File: config.mk
export PLATFORM = sky130hd
export DESIGN_NAME = fetch_unit
export DESIGN_NICKNAME = d
export VERILOG_FILES = /design/src/rtl/fetch_pkg.sv /design/src/rtl/fetch_buffer.sv /design/src/rtl/fetch_unit.sv
export SDC_FILE = /design/constraint.sdc
export NUM_CORES = 1
export LEC_CHECK = 0
export ABC_CLOCK_PERIOD_IN_PS = 13470
export BUFFER_PORTS_ARGS = -buffer_cell sky130_fd_sc_hd__clkbuf_2
export CORE_ASPECT_RATIO = 0.7
export CORE_MARGIN = 4
export CORE_UTILIZATION = 35
export DETAILED_ROUTE_END_ITERATION = 7
export PLACE_DENSITY_LB_ADDON = 0.05
export SYNTH_ARGS = -nofsm -noshare
export SYNTH_HDL_FRONTEND = slang
export SYNTH_HIERARCHICAL = 1
export SYNTH_SLANG_ARGS = --single-unit
File: constraint.sdc
create_clock -name clk -period 13.47 [get_ports clk]
set_input_delay 1.347 -clock clk [delete_from_list [all_inputs] [get_ports clk]]
set_output_delay 1.347 -clock clk [all_outputs]
set_load 0.005 [all_outputs]
File: src/rtl/fetch_pkg.sv
// Shared types and constants for the instruction-fetch stage.
package fetch_pkg;
    localparam logic [31:0] NOP_INSTR = 32'h0000_0013;
    localparam logic [3:0]  MASK_WORD = 4'hF;
    localparam logic        MEM_READ  = 1'b0;

    typedef struct packed {
        logic [31:0] pc;
        logic [31:0] instr;
    } fetch_entry_t;
endpackage

File: src/rtl/fetch_buffer.sv
// Circular instruction buffer holding {pc, instr} entries between fetch and decode.
module fetch_buffer
    import fetch_pkg::*;
#(
    parameter  int BUF_DEPTH = 2,
    localparam int PTR_W     = $clog2(BUF_DEPTH),
    localparam int CNT_W     = PTR_W + 1
) (
    input  logic             clk,
    input  logic             rst,
    input  logic             push,
    input  fetch_entry_t     push_entry,
    input  logic             pop,
    input  logic             flush,
    output logic [CNT_W-1:0] count,
    output fetch_entry_t     head
);
    fetch_entry_t     mem [BUF_DEPTH];
    logic [PTR_W-1:0] wr_ptr, rd_ptr;

    always_ff @(posedge clk or negedge rst) begin
        if (!rst) begin
            wr_ptr <= '0;
            rd_ptr <= '0;
            count  <= '0;
        end else if (flush) begin
            wr_ptr <= '0;
            rd_ptr <= '0;
            count  <= '0;
        end else begin
            if (push) wr_ptr <= wr_ptr + 1'b1;
            if (pop)  rd_ptr <= rd_ptr + 1'b1;
            count <= count + CNT_W'(push) - CNT_W'(pop);
        end
    end

    always_ff @(posedge clk) begin
        if (push && !flush) mem[wr_ptr] <= push_entry;
    end

    // Storage is not reset, so gate the head to keep outputs at zero when empty.
    assign head = (count != '0) ? mem[rd_ptr] : '0;
endmodule

File: src/rtl/fetch_unit.sv
// IF stage: PC generation, instruction-memory requests, response buffering, redirect flush.
// Optional performance counters are enabled with `define FETCH_PERF_EN.
module fetch_unit
    import fetch_pkg::*;
#(
    parameter logic [31:0] RESET_PC  = 32'h0000_0000,
    parameter int          ADDR_W    = 8,
    parameter int          BUF_DEPTH = 2
) (
    input  logic              clk,
    input  logic              rst,
    input  logic              redirect_en,
    input  logic [31:0]       redirect_pc,
    output logic              imem_request,
    output logic              imem_we_re,
    output logic [3:0]        imem_mask,
    output logic [ADDR_W-1:0] imem_address,
    output logic [31:0]       imem_data_in,
    input  logic              imem_valid,
    input  logic [31:0]       imem_data_out,
    output logic              inst_valid,
    input  logic              inst_ready,
    output logic [31:0]       inst_out,
    output logic [31:0]       inst_pc
`ifdef FETCH_PERF_EN
    ,
    output logic [31:0]       perf_fetched,
    output logic [31:0]       perf_bubble,
    output logic [15:0]       perf_flush
`endif
);
    localparam int CNT_W = $clog2(BUF_DEPTH) + 1;

    logic [31:0]      pc_q, req_pc_q, issue_pc, redirect_tgt;
    logic             inflight_q, push, pop;
    logic [CNT_W-1:0] count, count_next;
    fetch_entry_t     head, push_entry;
    logic             unused_ok;

    assign unused_ok    = &{1'b0, redirect_pc[1:0]};
    assign redirect_tgt = {redirect_pc[31:2], 2'b00};
    assign issue_pc     = redirect_en ? redirect_tgt : pc_q;

    // A redirect kills the old-path response arriving this cycle.
    assign push       = inflight_q & imem_valid & ~redirect_en;
    assign push_entry = '{pc: req_pc_q, instr: imem_data_out};
    assign inst_valid = (count != '0) & ~redirect_en;
    assign pop        = inst_valid & inst_ready;
    assign count_next = redirect_en ? '0 : count + CNT_W'(push) - CNT_W'(pop);

    // Only request when next cycle's response is guaranteed a free slot.
    assign imem_request = rst & (count_next < CNT_W'(BUF_DEPTH));
    assign imem_address = issue_pc[ADDR_W+1:2];
    assign imem_we_re   = MEM_READ;
    assign imem_mask    = MASK_WORD;
    assign imem_data_in = '0;

    always_ff @(posedge clk or negedge rst) begin
        if (!rst) begin
            pc_q       <= RESET_PC;
            req_pc_q   <= '0;
            inflight_q <= 1'b0;
        end else begin
            inflight_q <= imem_request;
            if (imem_request) begin
                req_pc_q <= issue_pc;
                pc_q     <= issue_pc + 32'd4;
            end else if (redirect_en) begin
                pc_q <= redirect_tgt;
            end
        end
    end

    fetch_buffer #(.BUF_DEPTH(BUF_DEPTH)) u_buf (
        .clk        (clk),
        .rst        (rst),
        .push       (push),
        .push_entry (push_entry),
        .pop        (pop),
        .flush      (redirect_en),
        .count      (count),
        .head       (head)
    );

    assign inst_out = head.instr;
    assign inst_pc  = head.pc;

`ifdef FETCH_PERF_EN
    always_ff @(posedge clk or negedge rst) begin
        if (!rst) begin
            perf_fetched <= '0;
            perf_bubble  <= '0;
            perf_flush   <= '0;
        end else begin
            if (pop && perf_fetched != '1) perf_fetched <= perf_fetched + 1'b1;
            if (!inst_valid && inst_ready && perf_bubble != '1) perf_bubble <= perf_bubble + 1'b1;
            if (redirect_en && perf_flush != '1) perf_flush <= perf_flush + 1'b1;
        end
    end
`endif
endmodule

; After elaboration in Yosys (flattened, before gate mapping)
; Memory sizes are Yosys's and may differ from the RTL's.
; Index checks and enable logic that the tools add are counted.
[word_totals]
mem_bits_rw = 128
elab_cells = 34
out_inout_bits = 111
reg_bits = 69
mem_count = 1
input_bits = 69
[mem_list]
columns = memory, depth, word_bits, read_ports, rd_clocked_by_memory_dff, wr, line_no
row1 = u_buf.mem, 2, 64, 1, 0, 1, fetch_buffer.sv:18  ; fetch_entry_t mem [BUF_DEPTH];
[classes]
n_reduce_logical = 5
add_sub_neg = 5
n_bitwise = 6
muxes = 10
n_lt_le_gt_ge = 1
[ops]
columns = cell, count
row1 = $mux 32, 2
row2 = $mux 64, 1
row3 = $add 32x3->32 const B, 1
row4 = $mux 1, 6
row5 = $reduce_bool 2->1, 3
row6 = $and 1x1->1, 5
row7 = $add 1x1->1 const B, 2
row8 = $add 2x1->2, 1
row9 = $lt 2x2->1 const B, 1
row10 = $mux 2, 1
row11 = $sub 2x1->2, 1
row12 = $logic_and 1x1->1, 1
row13 = $logic_not 1->1, 1
row14 = $not 1->1, 1

; Depth between registers and ports, before layout
[depth]
ltp_word = 8
depth_mapped = 15
mapped_depth_nobuf = 10

; Hierarchy
; The synthesis kept the hierarchy.
[modules_own_cells]
columns = mod, seq_area_each_um2, cells_each, instances, area_each_um2
row1 = fetch_buffer, 3943.8, 287, 1, 5061.1
row2 = fetch_unit, 1626.6, 361, 1, 3619.7

; Worst setup path after synthesis
; Ideal clock, no wire load.
[synth_path]
path_type = input port to flip-flop
start = input port redirect_en
end = memory u_buf/mem[0][0] (netlist bit) (enable)
slack_ps = 6063
setup_time_ps = 579
required_time_ps = 12891
arrival_time_ps = 6827
path_buffers = 3
cell_stages = 6
cell_sequence = buf_6 > buf_6 > buf_2 > inv_1 > and3_1 > nor3b_1
[synth_between]
elab_chain_cells = 5
elab_cells_between_ends = 6
classes_between = mux (2) / bitwise (2) / reduce/logical (2)
[synth_lines]
columns = element, line_no
row1 = "start, declared", fetch_unit.sv:12  ; input logic redirect_en,
row2 = $not 1->1, fetch_unit.sv:45  ; assign push = inflight_q & imem_valid & ~redirect_en;
row3 = $and 1x1->1, fetch_unit.sv:45
row4 = via push, fetch_unit.sv:35  ; logic inflight_q, push, pop;
row5 = $logic_and 1x1->1, fetch_buffer.sv:38  ; if (push && !flush) mem[wr_ptr] <= push_entry;
row6 = $mux 1, fetch_buffer.sv:38
row7 = $mux 1 (implied by the code), fetch_buffer.sv:38
row8 = "end, declared", fetch_buffer.sv:18
; The timed path passes the listed nets, and every way through them passes these cells.

; Worst setup path after layout
[layout_path]
start = input port redirect_en
end = output port imem_request
[layout_between]
elab_chain_cells = 7
elab_cells_between_ends = 9
classes_between = add/sub (2) / order compare (1) / mux (1) / bitwise (5)
[layout_lines]
columns = element, line_no
row1 = $not 1->1, fetch_unit.sv:47  ; assign inst_valid = (count != '0) & ~redirect_en;
row2 = $and 1x1->1, fetch_unit.sv:47
row3 = $and 1x1->1, fetch_unit.sv:48  ; assign pop = inst_valid & inst_ready;
row4 = via pop, fetch_unit.sv:35
row5 = $sub 2x1->2, fetch_unit.sv:49  ; assign count_next = redirect_en ? '0 : count + CNT_W'(push) - CNT_W'(pop);
row6 = $mux 2, fetch_unit.sv:49
row7 = $lt 2x2->1, fetch_unit.sv:52  ; assign imem_request = rst & (count_next < CNT_W'(BUF_DEPTH));
row8 = $and 1x1->1, fetch_unit.sv:52
row9 = "end, declared", fetch_unit.sv:14  ; output logic imem_request,
; The timed path passes the listed nets, and every way through them passes these cells.

==> results.md <==
- Initial cell density of the core: 36.18%
- Final GP Congestion: 0.7445
- Pint: 1032 uW
- Cell taking the most area after synthesis: edfxtp_1
- Die area: 0.02743 sq mm
- # rows: 47
- Synth Area in Simple Gates: 9.498%
- Slew @ Worst Pin: 0.9797 ns
- Crit path DAT: roughly 4.0 ns
- Main combinational cell family by area after synthesis: multiplexers
- Compound-Gate Fraction of Synth Area: about 4%
- Clk root buf: clkbuf_16
- Crit Path Max Fanout: 67
- Clock share of power: 36.1%
- Ys Warns: 6
- Post-synthesis mux area share: 10.93%
- Drt drc: 0
- Clk Latency, worst-skew pair: 0.43 ns
- Finished Cell Area: 0.01004 sq mm
- Dpl hpwl: around 12 mm
- Post-synth EDFFs: 128
- Cells along the critical path: buf_2 -> buf_4 -> nor2_1 -> and2_1 -> ha_1 -> nand3b_1 -> xnor2_1 -> o21ai_4 -> inv_1 -> clkbuf_2
- Final period util: 39.97%
- Register share of total power: around half
- Area of the core: 0.02399 sq mm
- Final-report hold violation count: 0
- Share of cells above drive strength 1: 25.03%
- Clock slew at reported path FFs: 0.07 ns
- R2R setup slack: slightly above 10 ns
- Post-CTS Hold Buffers: 0
- Switch Pwr: 359.1 uW
- Final setup violation count: 0
- Outcome: finished, final reports clean
- Fin Clk Skew: 0.01104 ns
- Reg2reg end: pc_q[30]
- Sw Share: 25.81%
- Clk buf depth: 2
- TritonCTS clock tree: done
- Post-layout util: 41.86%
- Cell Pwr Density: about 140 mW/mm^2
- Adder-cell area share of the yosys netlist: 0.5765%
- Initial DRC count: about 220
- Max-Cap Viols: 0
- R2R cell count: 10
- Post-Syn Area per Cell: between 10 and 15 sq um
- Peak per-stage delay on the critical path: 0.67 ns
- Type of the worst min-delay path: reg2reg
- H-tree depth: 4
- Max frequency: approximately 190 MHz
- DRT Wirelength: 18.88 mm
- Area Growth Syn to Fin: 15.71%
- Seq/Total Area, Yosys: ~64%
- Die height: 139.8 um
- Num CTS Buffers: 17
- CTS resizes: 0
- Antenna violations before repair: 0
- Static leakage: 0.003918 uW
- Post-CTS Setup Bufs: 0
- Share of the synthesized area in the top cell type: between 40 and 50%
- Routed vias: around 5.1k
- Area of the mapped netlist: 0.008681 sq mm
- Yosys cell types: 53
- Critical path type: in2out
- Drt wl/cell: 17.02 um
- CP required: 12.12 ns
- Hold_ws: 0.4647 ns
- Top FF cell, synth: edfxtp_1
- Setup Total Neg Slack: 0 ns
- Worst VDD drop: 0.08213 mV
- Fin nets: 851
- Synth Area in XOR/XNOR: 3.791%
- # diodes: 0
- Asr flop ratio synth: approximately a third
- GRT overflow: 0
- Minimum clock period: between 5 and 6 ns
- Top Ports: 180
- Cells after Synth: ~650
- CP endpoint kind: output pin
- Pins Over Slew Limit: 0
- Hold path startpoint: req_pc_q[1]
- First-pass GRT wire length: 29.72 mm
- Avg Vias per Cell: 4.623
- Placed cell areas: 0.009465 sq mm
- Vias in the first global route: just over 5k
- Largest cells by area after synthesis: edfxtp_1, dfrtp_1, mux2i_1
- Worst rel slew slack: about a third
- Largest net degree at the start of global routing: between 70 and 80
- Worst R2R Start: u_buf/count[1]
- # fillers: about 2.3k
- Power, Total: ~1400 uW
- Seq cells post-synth: 197
- Total track usage: 13.94%
- Drt first pass iters: 4
- # port buffers: 140
- Die X: between 150 and 200 um
- Antenna viol nets, final: 0
- Hold Crit Endpoint: u_buf/mem[0][33]
- CP startpoint kind: input pin
- Combinational Power Share: 12.4%
- CTS sink cnt: roughly 200
- Slowest CP cell: buf_4
- Unrepaired setup endpoints after global routing: false
- Hold path cells: 0
[cells in the final DEF (no fill, tap or decap), types with 3 or more instances in the layout]
cell type and n:
clkbuf_2 138, edfxtp_1 128, mux2i_1 90, nor2_1 84, dfrtp_1 68, nand2_1 41
conb_1 37, o21ai_0 31, xnor2_1 23, clkbuf_16 17, inv_1 16, xor2_1 12
nand3_1 10, buf_4 9, nor3_1 7, nor2b_1 6, nand4_1 6, a21oi_1 5
nand3b_1 4, ha_1 4, inv_6 4, mux2_2 3, clkinv_2 3, clkbuf_8 3
[Yosys cell counts (all sizes together) (6+ instances only)]
library cell  count
nand2            41
xnor2            23
xor2             12
nor3              7
clkbuf            7
dfrtp            69
nor2             85
buf              65
mux2i            91
o21ai            32
inv              16
nor2b             6
edfxtp          128
nand4             6
nand3            10
[final cells by class]
class	instances	area (sq um)	area share [%]
clock buffer	20	466.7	4.646
clock inverter	12	112.6	1.121
inverter	16	60.06	0.5979
multi-input combinational	398	2670	26.58
sequential	197	5574	55.49
tap	318	397.9	3.961
timing repair buffer	148	763.2	7.598
[through the flow]
| stage | worst slack [ns] | instances |
|---|---|---|
| after CTS | 8.021 | 1109 |
| after global routing | 7.831 | 1109 |
| after floorplan | 6.063 | 683 |
| after detailed placement | 8.043 | 1077 |
| final | 8.086 | 1109 |
| after global placement | 8.061 | 1077 |
[worst max-delay path: cells and delay by family]
kind            cells  cell delay (ns)
buf+inv             4             1.19
xor+xnor            1             0.56
simple gates        3             0.54
fa+ha+maj           1             0.29
compound gates      1             0.08
[cell families after synthesis]
family | count (synthesis)
compound gates | 52
simple gates | 175
mux | 94
other cells | 2
fa+ha+maj | 4
flops | 197
xor+xnor | 36
buf+inv | 88
[worst max path at each step]
stage | from | end
after detailed placement | redirect_en | imem_request
after global placement | redirect_en | imem_request
final | redirect_en | imem_request
after floorplan | redirect_en | u_buf/mem[0][0]
after global routing | redirect_en | imem_request
after CTS | redirect_en | imem_request
[registers in the layout (all words and copies together), names as in the netlist]
name / count
pc_q: 32
u_buf/rd_ptr: 1
inflight_q: 1
req_pc_q: 32
u_buf/count: 2
u_buf/mem: 128
u_buf/wr_ptr: 1
[metal layers]
layer | up-vias | share of wire, % | GRT usage [%]
li1 | 2471 | - | -
met1 | 2513 | 51 | 20.79
met2 | 130 | 43 | 20.05
met3 | 13 | 5.4 | 3.721
met4 | 0 | 1.0 | 3.856
met5 | - | 0 | 0
[power groups by stage]
| stage | Combinational [uW] | Sequential [uW] | Clock [uW] |
|---|---|---|---|
| after detailed placement | 178 | 729 | 0 |
| after global routing | 196 | 721 | 547 |
| after CTS | 178 | 716 | 519 |
| after global placement | 176 | 727 | 0 |
| after floorplan | 124 | 720 | 0 |
| final | 173 | 715 | 503 |
(Power assumes the default switching activity.)
